File: src/rtl/hazard_pkg.sv
// Shared types and helpers for the hazard/forwarding controller: forwarding
// select codes, the shadow-pipeline entry and the Tnew saturating decrement.
package hazard_pkg;

  localparam logic [1:0] FWD_NONE = 2'd0;
  localparam logic [1:0] FWD_E    = 2'd1;
  localparam logic [1:0] FWD_M    = 2'd2;
  localparam logic [1:0] FWD_W    = 2'd3;

  // Tag fields are sized for the largest supported REG_AW/TNEW_W; narrower
  // configurations zero-extend into them.
  localparam int TAG_AW = 8;
  localparam int TAG_TW = 4;

  typedef struct packed {
    logic              valid;
    logic [TAG_AW-1:0] a3;
    logic [TAG_TW-1:0] tnew;
  } shadow_entry_t;

  function automatic logic [TAG_TW-1:0] tnew_dec(input logic [TAG_TW-1:0] t);
    return (t == '0) ? t : t - TAG_TW'(1);
  endfunction

endpackage

File: src/rtl/hazard_src_chk.sv
// Per-source hazard check: finds the youngest shadow stage writing this
// source and derives its stall request, forwarding select and operand value.
module hazard_src_chk
  import hazard_pkg::*;
#(
  parameter int DATA_W = 32
) (
  input  logic              active,
  input  logic [TAG_AW-1:0] addr,
  input  logic [TAG_TW-1:0] tuse,
  input  shadow_entry_t     e_ent,
  input  shadow_entry_t     m_ent,
  input  shadow_entry_t     w_ent,
  input  logic [DATA_W-1:0] rf,
  input  logic [DATA_W-1:0] e_wd,
  input  logic [DATA_W-1:0] m_wd,
  input  logic [DATA_W-1:0] w_wd,
  output logic              stall,
  output logic [1:0]        sel,
  output logic [DATA_W-1:0] val
);

  logic              hit;
  logic [TAG_TW-1:0] hit_tnew;
  logic [1:0]        hit_stage;

  // Younger stages take priority even when an older one is already ready.
  always_comb begin
    hit       = 1'b0;
    hit_tnew  = '0;
    hit_stage = FWD_NONE;
    if (active) begin
      if (e_ent.valid && e_ent.a3 == addr) begin
        hit       = 1'b1;
        hit_tnew  = e_ent.tnew;
        hit_stage = FWD_E;
      end else if (m_ent.valid && m_ent.a3 == addr) begin
        hit       = 1'b1;
        hit_tnew  = m_ent.tnew;
        hit_stage = FWD_M;
      end else if (w_ent.valid && w_ent.a3 == addr) begin
        hit       = 1'b1;
        hit_tnew  = w_ent.tnew;
        hit_stage = FWD_W;
      end
    end
  end

  always_comb begin
    stall = hit && (hit_tnew > tuse);
    sel   = FWD_NONE;
    val   = rf;
    if (hit && hit_tnew == '0) begin
      sel = hit_stage;
      case (hit_stage)
        FWD_E:   val = e_wd;
        FWD_M:   val = m_wd;
        FWD_W:   val = w_wd;
        default: val = rf;
      endcase
    end
  end

endmodule

File: src/rtl/hazard_fwd_unit.sv
// Hazard and D-stage forwarding controller for the five-stage pipeline.
// Define HAZARD_MD_EN to build the mult/div busy counter and HI/LO stall.
module hazard_fwd_unit
  import hazard_pkg::*;
#(
  parameter int DATA_W     = 32,
  parameter int REG_AW     = 5,
  parameter int NUM_SRC    = 2,
  parameter int TNEW_W     = 2,
  parameter int MD_MUL_CYC = 5,
  parameter int MD_DIV_CYC = 10
) (
  input  logic                      clk,
  input  logic                      reset,
  input  logic                      d_valid,
  input  logic [REG_AW-1:0]         d_a3,
  input  logic [TNEW_W-1:0]         d_tnew,
  input  logic [NUM_SRC*REG_AW-1:0] d_src_addr,
  input  logic [NUM_SRC-1:0]        d_src_use,
  input  logic [NUM_SRC*TNEW_W-1:0] d_src_tuse,
  input  logic [NUM_SRC*DATA_W-1:0] d_src_rf,
  input  logic                      d_md_start,
  input  logic                      d_md_is_div,
  input  logic                      d_md_use,
  input  logic [DATA_W-1:0]         e_wd,
  input  logic [DATA_W-1:0]         m_wd,
  input  logic [DATA_W-1:0]         w_wd,
  output logic                      stall,
  output logic [NUM_SRC*2-1:0]      src_fwd_sel,
  output logic [NUM_SRC*DATA_W-1:0] src_val,
  output logic                      md_busy
);

  shadow_entry_t       e_q, m_q, w_q;
  shadow_entry_t       e_nxt, m_nxt, w_nxt;
  logic [NUM_SRC-1:0]  src_stall;
  logic                md_stall;

  // A stalled or $0-writing instruction enters E as a bubble.
  always_comb begin
    e_nxt       = '0;
    e_nxt.valid = d_valid && !stall && (d_a3 != '0);
    e_nxt.a3    = TAG_AW'(d_a3);
    e_nxt.tnew  = TAG_TW'(d_tnew);
    m_nxt       = e_q;
    m_nxt.tnew  = tnew_dec(e_q.tnew);
    w_nxt       = m_q;
    w_nxt.tnew  = tnew_dec(m_q.tnew);
  end

  always_ff @(posedge clk or posedge reset) begin
    if (reset) begin
      e_q <= '0;
      m_q <= '0;
      w_q <= '0;
    end else begin
      e_q <= e_nxt;
      m_q <= m_nxt;
      w_q <= w_nxt;
    end
  end

  for (genvar i = 0; i < NUM_SRC; i++) begin : g_src
    logic              active;
    logic [REG_AW-1:0] addr;

    assign addr   = d_src_addr[i*REG_AW +: REG_AW];
    assign active = d_valid && d_src_use[i] && (addr != '0);

    hazard_src_chk #(
      .DATA_W(DATA_W)
    ) u_chk (
      .active(active),
      .addr  (TAG_AW'(addr)),
      .tuse  (TAG_TW'(d_src_tuse[i*TNEW_W +: TNEW_W])),
      .e_ent (e_q),
      .m_ent (m_q),
      .w_ent (w_q),
      .rf    (d_src_rf[i*DATA_W +: DATA_W]),
      .e_wd  (e_wd),
      .m_wd  (m_wd),
      .w_wd  (w_wd),
      .stall (src_stall[i]),
      .sel   (src_fwd_sel[i*2 +: 2]),
      .val   (src_val[i*DATA_W +: DATA_W])
    );
  end

`ifdef HAZARD_MD_EN
  localparam int MD_MAX = (MD_DIV_CYC > MD_MUL_CYC) ? MD_DIV_CYC : MD_MUL_CYC;
  localparam int MD_CW  = $clog2(MD_MAX + 1);

  logic [MD_CW-1:0] md_cnt;

  // A start is only accepted when not stalled, so it never lands while busy.
  always_ff @(posedge clk or posedge reset) begin
    if (reset) begin
      md_cnt <= '0;
    end else if (d_valid && d_md_start && !stall) begin
      md_cnt <= d_md_is_div ? MD_CW'(MD_DIV_CYC) : MD_CW'(MD_MUL_CYC);
    end else if (md_cnt != '0) begin
      md_cnt <= md_cnt - MD_CW'(1);
    end
  end

  assign md_busy  = (md_cnt != '0);
  assign md_stall = d_valid && d_md_use && md_busy;
`else
  localparam int MD_PARAM_UNUSED = MD_MUL_CYC + MD_DIV_CYC;
  logic md_inputs_unused;

  assign md_inputs_unused = d_md_start ^ d_md_is_div ^ d_md_use;
  assign md_busy          = 1'b0;
  assign md_stall         = 1'b0;
`endif

  assign stall = (|src_stall) | md_stall;

endmodule

File: config.mk
export PLATFORM = sky130hd
export DESIGN_NAME = hazard_fwd_unit
export DESIGN_NICKNAME = d
export VERILOG_FILES = /design/src/rtl/hazard_pkg.sv /design/src/rtl/hazard_src_chk.sv /design/src/rtl/hazard_fwd_unit.sv
export SDC_FILE = /design/constraint.sdc
export NUM_CORES = 1
export LEC_CHECK = 0
export BUFFER_PORTS_ARGS = -buffer_cell sky130_fd_sc_hd__buf_2
export CELL_PAD_IN_SITES_DETAIL_PLACEMENT = 2
export CELL_PAD_IN_SITES_GLOBAL_PLACEMENT = 2
export CORE_MARGIN = 2
export CORE_UTILIZATION = 19
export DETAILED_ROUTE_END_ITERATION = 16
export MAX_ROUTING_LAYER = met4
export PLACE_DENSITY = 0.75
export RECOVER_POWER = 100
export REMOVE_ABC_BUFFERS = 1
export SLEW_MARGIN = 20
export SYNTH_ARGS = -nofsm -noshare
export SYNTH_HDL_FRONTEND = slang
export SYNTH_HIERARCHICAL = 1
export SYNTH_SLANG_ARGS = --single-unit
export TNS_END_PERCENT = 1
File: constraint.sdc
create_clock -name clk -period 2.9 [get_ports clk]
set_input_delay 0.29 -clock clk [delete_from_list [all_inputs] [get_ports clk]]
set_output_delay 0.29 -clock clk [all_outputs]
set_load 0.02 [all_outputs]
==> results.json, run 1 <==
{
  "outcome": "complete, but fails checks",
  "violations": "setup timing",
  "slowest_stage": "dfrtp_2",
  "fin_crit_ns": 3.57,
  "numCtsBuffers": 3,
  "cp-end-kind": "output port",
  "max_stage_delay_ns": 0.46,
  "dr.pass1.iters": 6,
  "finalWirelength_um": 24300,
  "drt_iter0_drc": 393,
  "cts-root-buf": "clkbuf_16",
  "grt_pass1_vias": 5657,
  "portBuffers": 254,
  "comb_power_share": 0.436,
  "yosysWarnings": 6,
  "mappedNetlistArea_um2": 3750,
  "slew_violations": 0,
  "final_nets": 1032,
  "yosysTopAreaCellShare": 0.180,
  "slew_headroom": 0.290,
  "pwr_density_cell_nw_per_um2": 194,
  "synth-seq-cells": 27,
  "rsz0062_at_grt": "yes",
  "path_cells": "xnor2_2, nand4_1, or3_4, o21ai_0, a21oi_1, ha_1, nor2b_1, o21ai_1, nand2b_1, a21oi_1, a41o_1, a21oi_2, or2_4, buf_6",
  "synthCells": 469,
  "switching_power_mw": 0.500,
  "r2r-start": "e_q[4]",
  "timing.final.crit_share": 1.23,
  "place_ws_ns": -0.440,
  "die_area_um2": 20900,
  "clk_pin_slew_ns": 0.07,
  "clock_power_share": 0.244,
  "hold_ws_ns": 0.124,
  "cp-start-kind": "flip-flop",
  "post-route-util": 0.363,
  "cp.arrival_ns": 3.28,
  "drv_cap": 0,
  "yosysUniqueCellTypes": 37,
  "dp_hpwl_um": 17500,
  "fin_worst_skew_ns": 0.00638,
  "grt_pass1_wl_um": 32900,
  "synth.area.top_cells": "dfrtp_1 18%, mux2i_1 12%, xnor2_1 11%, a222oi_1 11%, inv_1 6.0%",
  "critPathKind": "flip-flop to output port",
  "worst_slack_ns": -0.667,
  "area_delta_synth_final_pct": 87.8,
  "cts.sinks": 27,
  "num_rows": 51,
  "setup_viol": 70,
  "min_path_type": "primary input to flip-flop",
  "clk_latency_ns": 0.27,
  "cts_hold_buffers": 0,
  "min_from": "d_tnew[0]",
  "cts_buffer_depth": 2,
  "sequentialPowerShare": 0.320,
  "drive_above_1_share": 0.519,
  "die_h_um": 144,
  "syn_area_per_cell_um2": 7.99,
  "tritoncts": "yes",
  "p_leak_nw": 3.26,
  "place.gp.congestion": 0.843,
  "vias": 5303,
  "crit_fanout": 3,
  "tightest_slew_ns": 1.06,
  "vias_per_cell": 4.83,
  "r2r_end": "e_q[12]",
  "ios": 259,
  "irDropWorstVdd_mv": 0.163,
  "grtUsageTotal": 0.214,
  "p_sw_frac": 0.366,
  "tns_ns": -38.03,
  "yosys.area.top_type": "dfrtp_1",
  "cp_common_cell": "a21oi_1",
  "finalHoldViolations": 0,
  "reg2reg_setup_slack_ns": -0.32,
  "intPower_mw": 0.865,
  "synth_edf_count": 0,
  "htreeDepth": 1,
  "drc_errors": 0,
  "min_to": "e_q[0]",
  "antenna_found_initial": 2,
  "r2r_cells": 15,
  "gr-total-overflow": 0,
  "whs_path_depth": 1,
  "worst-endpoint-required_ns": 2.61,
  "grt_max_degree": 28,
  "initial_utilization": 0.193,
  "synth_flop_cell": "dfrtp_1",
  "ys_seq_area_frac": 0.180,
  "max_freq_mhz": 280,
  "die_x_um": 144,
  "synthArstFlopShare": 1.00,
  "coreArea_um2": 19400,
  "wire_per_inst_um": 22.1,
  "ant_nets": 0
}
metal layers:
metal  global-route usage  vias up  share of wire
met5                    -        -              0
met4               0.0547        0          0.021
met3               0.0209       40          0.042
met2                0.382      177           0.53
met1                0.258     2663           0.41
li1                     -     2423              -
Yosys cell counts (3+ instances only):
cell	count
o21ai_0	12
a222oi_1	40
nor4_1	4
nor3_1	9
a22oi_1	20
nor2_1	3
nor2b_1	3
ha_1	11
and2_1	3
a21oi_1	16
or2_2	3
nand4_1	8
a22o_1	4
clkbuf_1	26
xnor2_1	49
dfrtp_1	27
mux2i_1	45
mux2_2	20
inv_1	60
nand2_1	52
and3_1	4
or3_1	8
nand3_1	12
buf_4	7
final cells by class:
cell class	count	area [µm²]
antenna	2	5.00
clock buffer	3	75.1
clock inverter	1	5.00
fill	2254	12400
inverter	60	225
multi-input combinational	394	3280
sequential	27	679
tap	265	332
timing repair buffer	346	2440
registers in the layout, summed over array words and instances (netlist names):
name and flops:
w_q 10, e_q 8, m_q 9
per-stage QoR:
step / instances / total power, mW / instance area, µm²
global route: 1098 / 1.43 / 7040
CTS: 1092 / 1.30 / 6830
finish: 1098 / 1.37 / 7040
detailed placement: 1075 / 0.923 / 6080
floorplan: 481 / 0.656 / 3770
global placement: 1075 / 0.905 / 6080
what timing repair did:
| action | CTS | global route |
|---|---|---|
| resized for setup | 138 | 35 |
| pin swaps | 18 | 11 |
| gates cloned | 5 | 0 |
| endpoints found under the setup margin | 70 | 70 |
| setup buffers | 8 | 4 |
worst max path at each step:
stage	endpoint	cells past startpoint	startpoint	slack (ns)
2_1_floorplan	src_fwd_sel[1]	7	m_q[4]	-0.95
3_3_place_gp	stall	15	d_src_addr[5]	-0.35
3_5_place_dp	stall	15	d_src_addr[5]	-0.44
4_1_cts	src_val[44]	13	m_q[7]	-0.51
5_1_grt	stall	14	e_q[4]	-0.83
6_report	stall	14	e_q[4]	-0.67
worst max-delay path: cells and delay by family (launching register included):
| kind | cells | cell delay [ns] |
|---|---|---|
| buffers and inverters | 1 | 0.13 |
| adder cells (fa/ha/maj) | 1 | 0.29 |
| flip-flops | 1 | 0.46 |
| XOR/XNOR | 1 | 0.23 |
| AND/OR/NAND/NOR | 5 | 1.19 |
| AO/OA/AOI/OAI | 6 | 0.71 |
cell families after synthesis:
logic type	Yosys count	share of synthesized area
XOR/XNOR	49	0.114
adder cells (fa/ha/maj)	11	0.0367
other	1	0.00100
buffers and inverters	93	0.100
AND/OR/NAND/NOR	117	0.162
multiplexers	65	0.180
AO/OA/AOI/OAI	106	0.226
flip-flops	27	0.180
placed cells by master, fill, tap and decap left out, drive strengths merged, types with 3 or more instances in the layout:
| cell | instances |
|---|---|
| a22o | 4 |
| xnor2 | 49 |
| buf | 342 |
| conb | 46 |
| a222oi | 40 |
| and2 | 3 |
| a22oi | 20 |
| ha | 11 |
| clkbuf | 7 |
| a21oi | 16 |
| nand2 | 52 |
| nor2b | 3 |
| nor4 | 6 |
| or2 | 3 |
| nand4 | 8 |
| nor2 | 3 |
| nand3 | 12 |
| dfrtp | 27 |
| mux2 | 20 |
| mux2i | 45 |
| o21ai | 12 |
| and3 | 4 |
| nor3 | 9 |
| or3 | 8 |
| inv | 60 |
power groups by stage:
stage	Clock, mW	Combinational (mW)	Sequential [mW]
final	0.333	0.596	0.436
after global routing	0.350	0.642	0.439
after CTS	0.326	0.548	0.430
after detailed placement	0	0.489	0.433
after global placement	0	0.473	0.432
after floorplan	0	0.235	0.421
Power figures use the tool's default switching activity.
==> inputs of run 2 (changes only) <==
Settings changed: CORE_UTILIZATION 19 to 22, PLACE_DENSITY 0.75 to 0.82.
Clock period 2.9 ns to 4 ns, I/O delays scaled along.
==> results.json, run 2 (synthesis gave the netlist of run 1 again) <==
{
  "fin_worst_skew_ns": 0.00184,
  "drt_iter0_drc": 372,
  "drc_errors": 0,
  "outcome": "finished clean",
  "layout_commonest_cell": "buf_2",
  "fin_crit_ns": 3.86,
  "finalHoldViolations": 0,
  "p_sw_frac": 0.344,
  "post_cts.repair.setup_buffers": 0,
  "timing.final.crit_share": 0.965,
  "die_h_um": 135,
  "ios": 259,
  "setup_viol": 0,
  "dr.pass1.iters": 9,
  "final_nets": 953,
  "sequentialPowerShare": 0.351,
  "clk_latency_ns": 0.25,
  "numCtsBuffers": 3,
  "clock_power_share": 0.252,
  "comb_power_share": 0.397,
  "die_area_um2": 18100,
  "htreeDepth": 1,
  "vias_per_cell": 4.94,
  "r2r_cells": 14,
  "clk_pin_slew_ns": 0.06,
  "grt_pass1_vias": 5159,
  "largest_register": "w_q",
  "cp-start-kind": "flip-flop",
  "die_x_um": 135,
  "final_area_um2": 5540,
  "place.gp.congestion": 0.797,
  "critPathKind": "flip-flop to output port",
  "grtUsageTotal": 0.218,
  "area_delta_synth_final_pct": 47.7,
  "layout.cells.non_filler": 975,
  "cp.arrival_ns": 3.46,
  "portBuffers": 254,
  "intPower_mw": 0.578,
  "vias": 4817,
  "grt_max_degree": 35,
  "min_path_type": "primary input to flip-flop",
  "cp-end-kind": "output port",
  "place_area_um2": 5460,
  "tightest_slew_ns": 1.05,
  "antenna_found_initial": 3,
  "max_freq_mhz": 259,
  "finalWirelength_um": 20400,
  "dp_hpwl_um": 16400,
  "dp.cells": 968,
  "switching_power_mw": 0.303,
  "coreArea_um2": 16600,
  "cts_buffer_depth": 2,
  "crit_fanout": 34,
  "irDropWorstVdd_mv": 0.186,
  "drv_cap": 0,
  "finalPower_mw": 0.882,
  "largestRegisters": "w_q x10, m_q x9, e_q x8",
  "grt_pass1_wl_um": 30100,
  "slew_violations": 0,
  "wire_per_inst_um": 20.9,
  "worst-endpoint-required_ns": 3.60,
  "cts.sinks": 27,
  "whs_path_depth": 1,
  "tritoncts": "yes",
  "p_leak_nw": 2.56,
  "initial_utilization": 0.225,
  "gr-total-overflow": 0,
  "ant_nets": 0,
  "pwr_density_cell_nw_per_um2": 159,
  "slew_headroom": 0.300,
  "drive_above_1_share": 0.384,
  "mostFrequentLayoutCells": "229 x buf_2, 60 x inv_1, 52 x nand2_1",
  "tns_ns": 0,
  "largest_register_ff_count": 10,
  "cts-root-buf": "clkbuf_16",
  "num_rows": 47
}
[run 2: final timing paths]
kind	startpoint	to	slack (ns)
max reg2reg	m_q[8]	e_q[12]	0.76
min reg2reg	m_q[12]	w_q[12]	0.42
min in group asynchronous	reset	e_q[12]	0.40
max	m_q[8]	src_val[11]	0.14
max in group asynchronous	reset	m_q[2]	2.96
min	d_tnew[0]	e_q[0]	0.25
[run 2: power by group through the flow]
| stage | sequential (mW) | combinational, mW | clock (mW) |
|---|---|---|---|
| 4_1_cts | 0.309 | 0.346 | 0.234 |
| 5_1_grt | 0.312 | 0.383 | 0.248 |
| 6_report | 0.309 | 0.350 | 0.222 |
| 3_5_place_dp | 0.314 | 0.343 | 0 |
| 3_3_place_gp | 0.312 | 0.329 | 0 |
| 2_1_floorplan | 0.305 | 0.170 | 0 |
[run 2: metal layers]
metal,track usage,wire length [µm]
met5,-,0
met4,0.0351,308
met3,0.0240,1040
met2,0.385,10300
met1,0.274,8730
[run 2: what timing repair did]
item / 4_1_cts / 5_1_grt
hold endpoints to repair: 0 / 0
resized for setup: 0 / 7
setup endpoints to repair: 0 / 1
hold buffers: 0 / 0
[run 2: cell type report]
class                   count  area, µm²
diodes                      3       7.51
clock buffers               4       78.8
fillers                  2026      11100
inverters                  60        225
multi-input cells         394       2880
flip-flops and latches     27        676
well taps                 220        275
repair buffers            267       1390
[run 2: worst max-delay path, cell delays in order, from the launching register on]
cell and delay [ns]:
dfrtp_1 0.43, xnor2_1 0.20, nand3_1 0.22, or3_1 0.53, a311oi_2 0.38, o2bb2ai_1 0.13
nor4_1 0.41, buf_12 0.32, mux2_2 0.37, buf_2 0.17
[run 2: through the flow]
| step | hold WS (ns) | setup WS (ns) | util |
|---|---|---|---|
| after floorplan | 0.374 | 0.0294 | - |
| after global placement | 0.394 | 0.418 | 0.328 |
| after detailed placement | 0.417 | 0.274 | 0.328 |
| after CTS | 0.246 | 0.0689 | 0.333 |
| after global routing | 0.239 | -0.0142 | 0.333 |
| final | 0.248 | 0.140 | 0.333 |
==> inputs of run 3 (changes only) <==
Settings changed: PLACE_DENSITY 0.82 to not set, PLACE_DENSITY_LB_ADDON set to 0.08.
==> results.json, run 3 (synthesis gave the netlist of run 1 again) <==
{
  "worst_slack_ns": 0.220,
  "cp-end-kind": "output port",
  "initial_utilization": 0.225,
  "htreeDepth": 1,
  "final_nets": 956,
  "drv_cap": 0,
  "p_leak_nw": 2.53,
  "cts-root-buf": "clkbuf_16",
  "pwr_density_cell_nw_per_um2": 159,
  "tritoncts": "yes",
  "layout_commonest_cell": "buf_2",
  "ios": 259,
  "gr-total-overflow": 0,
  "area_delta_synth_final_pct": 48.8,
  "num_rows": 47,
  "coreArea_um2": 16600,
  "cts.sinks": 27,
  "crit_fanout": 34,
  "hold_ws_ns": 0.244,
  "setup_viol": 0,
  "largest_register_ff_count": 10,
  "largestRegisters": "w_q x10, m_q x9, e_q x8",
  "antenna_found_initial": 8,
  "timing.final.crit_share": 0.945,
  "multi_input_comb_area_um2": 2910,
  "place_ws_ns": 0.235,
  "cp-start-kind": "flip-flop",
  "comb_power_share": 0.391,
  "vias": 4842,
  "wire_per_inst_um": 20.7,
  "slew_violations": 0,
  "clock_power_share": 0.259,
  "regArea_um2": 676,
  "slew_headroom": 0.268,
  "p_sw_frac": 0.348,
  "place_area_um2": 5460,
  "switching_power_mw": 0.309,
  "grt_max_degree": 35,
  "drt_iter0_drc": 302,
  "grt_pass1_wl_um": 30300,
  "dp_hpwl_um": 16500,
  "drc_errors": 0,
  "die_area_um2": 18100,
  "grtUsageTotal": 0.220,
  "cp.arrival_ns": 3.38,
  "cts_hold_buffers": 0,
  "final_area_um2": 5580,
  "ant_nets": 0,
  "cts_buffer_depth": 2,
  "worst-endpoint-required_ns": 3.60,
  "portBuffers": 254,
  "grt_pass1_vias": 5313,
  "largest_register": "w_q",
  "die_h_um": 135,
  "sequentialPowerShare": 0.350,
  "drive_above_1_share": 0.367,
  "numCtsBuffers": 3,
  "n_fill_cell": 2010,
  "vias_per_cell": 4.92,
  "mostFrequentLayoutCells": "188 x buf_2, 60 x inv_1, 52 x nand2_1",
  "outcome": "finished clean",
  "irDropWorstVdd_mv": 0.142,
  "dr.pass1.iters": 6,
  "critPathKind": "flip-flop to output port",
  "clk_pin_slew_ns": 0.07,
  "tightest_slew_ns": 1.10,
  "min_path_type": "primary input to flip-flop",
  "fin_crit_ns": 3.78,
  "die_x_um": 135,
  "finalHoldViolations": 0,
  "max_freq_mhz": 265,
  "place.gp.congestion": 0.866,
  "fin_worst_skew_ns": 0.00108,
  "intPower_mw": 0.578,
  "clk_latency_ns": 0.26,
  "finalWirelength_um": 20400
}
-- run 3: cell types whose count changed in the layout (fill, tap and decap cells not counted), moves of 2 or more --
cell and delta:
nor3_1 -2, xnor2_1 -3, buf_4 +4, buf_2 -41, nor3_2 +2, a21oi_2 +2
xnor2_2 +3, clkbuf_1 +22, clkbuf_2 +19, a21oi_1 -2, diode_2 +6
-- run 3: worst paths after layout --
| check | from | to | slack [ns] | depth (start not counted) |
|---|---|---|---|---|
| worst max-delay path | m_q[7] | src_val[23] | 0.22 | 9 |
| worst min-delay path | d_tnew[0] | e_q[0] | 0.24 | 1 |
| worst max register to register | m_q[7] | e_q[12] | 0.80 | 14 |
| worst min register to register | m_q[12] | w_q[12] | 0.42 | 0 |
| max in group asynchronous | reset | w_q[1] | 2.93 | 2 |
| min in group asynchronous | reset | e_q[7] | 0.41 | 2 |
-- run 3: repair_timing --
action | CTS | global route
endpoints found under the setup margin | 0 | 1
gates resized for setup | 0 | 16
buffers inserted | 0 | 1
-- run 3: power by group through the flow --
stage               Sequential, mW  Clock, mW  Combinational (mW)
detailed placement           0.315          0               0.340
global route                 0.313      0.253               0.381
finish                       0.310      0.230               0.347
CTS                          0.310      0.240               0.343
floorplan                    0.305          0               0.170
global placement             0.314          0               0.326
-- run 3: area by class of cell --
| type | instances | share of cell area |
|---|---|---|
| diodes | 9 | 0.00404 |
| clock buffers | 4 | 0.0141 |
| inverters | 60 | 0.0404 |
| multi-input cells | 394 | 0.522 |
| flip-flops and latches | 27 | 0.121 |
| well taps | 220 | 0.0493 |
| repair buffers | 270 | 0.249 |
-- run 3: through the flow --
step,util,setup TNS [ns],power [mW],cells
after floorplan,-,0,0.476,481
after global placement,0.328,0,0.640,970
after detailed placement,0.328,0,0.656,970
after CTS,0.333,0,0.893,974
after global routing,0.335,-0.0246,0.947,983
final,0.335,0,0.887,984
-- run 3: per-layer routing --
metal | GRT usage | vias up | wire length (µm)
li1 | - | 2275 | -
met1 | 0.262 | 2367 | 8370
met2 | 0.390 | 174 | 10500
met3 | 0.0218 | 26 | 913
met4 | 0.0696 | 0 | 544
met5 | - | - | 0
-- run 3: worst max-delay path: stages, from the launching register on --
cell and delay [ns]:
dfrtp_1 0.43, xnor2_1 0.17, nand4_1 0.28, or3_4 0.45, a311oi_2 0.35, o2bb2ai_1 0.13, nor4_1 0.42, buf_12 0.31
mux2_2 0.38, clkbuf_2 0.17
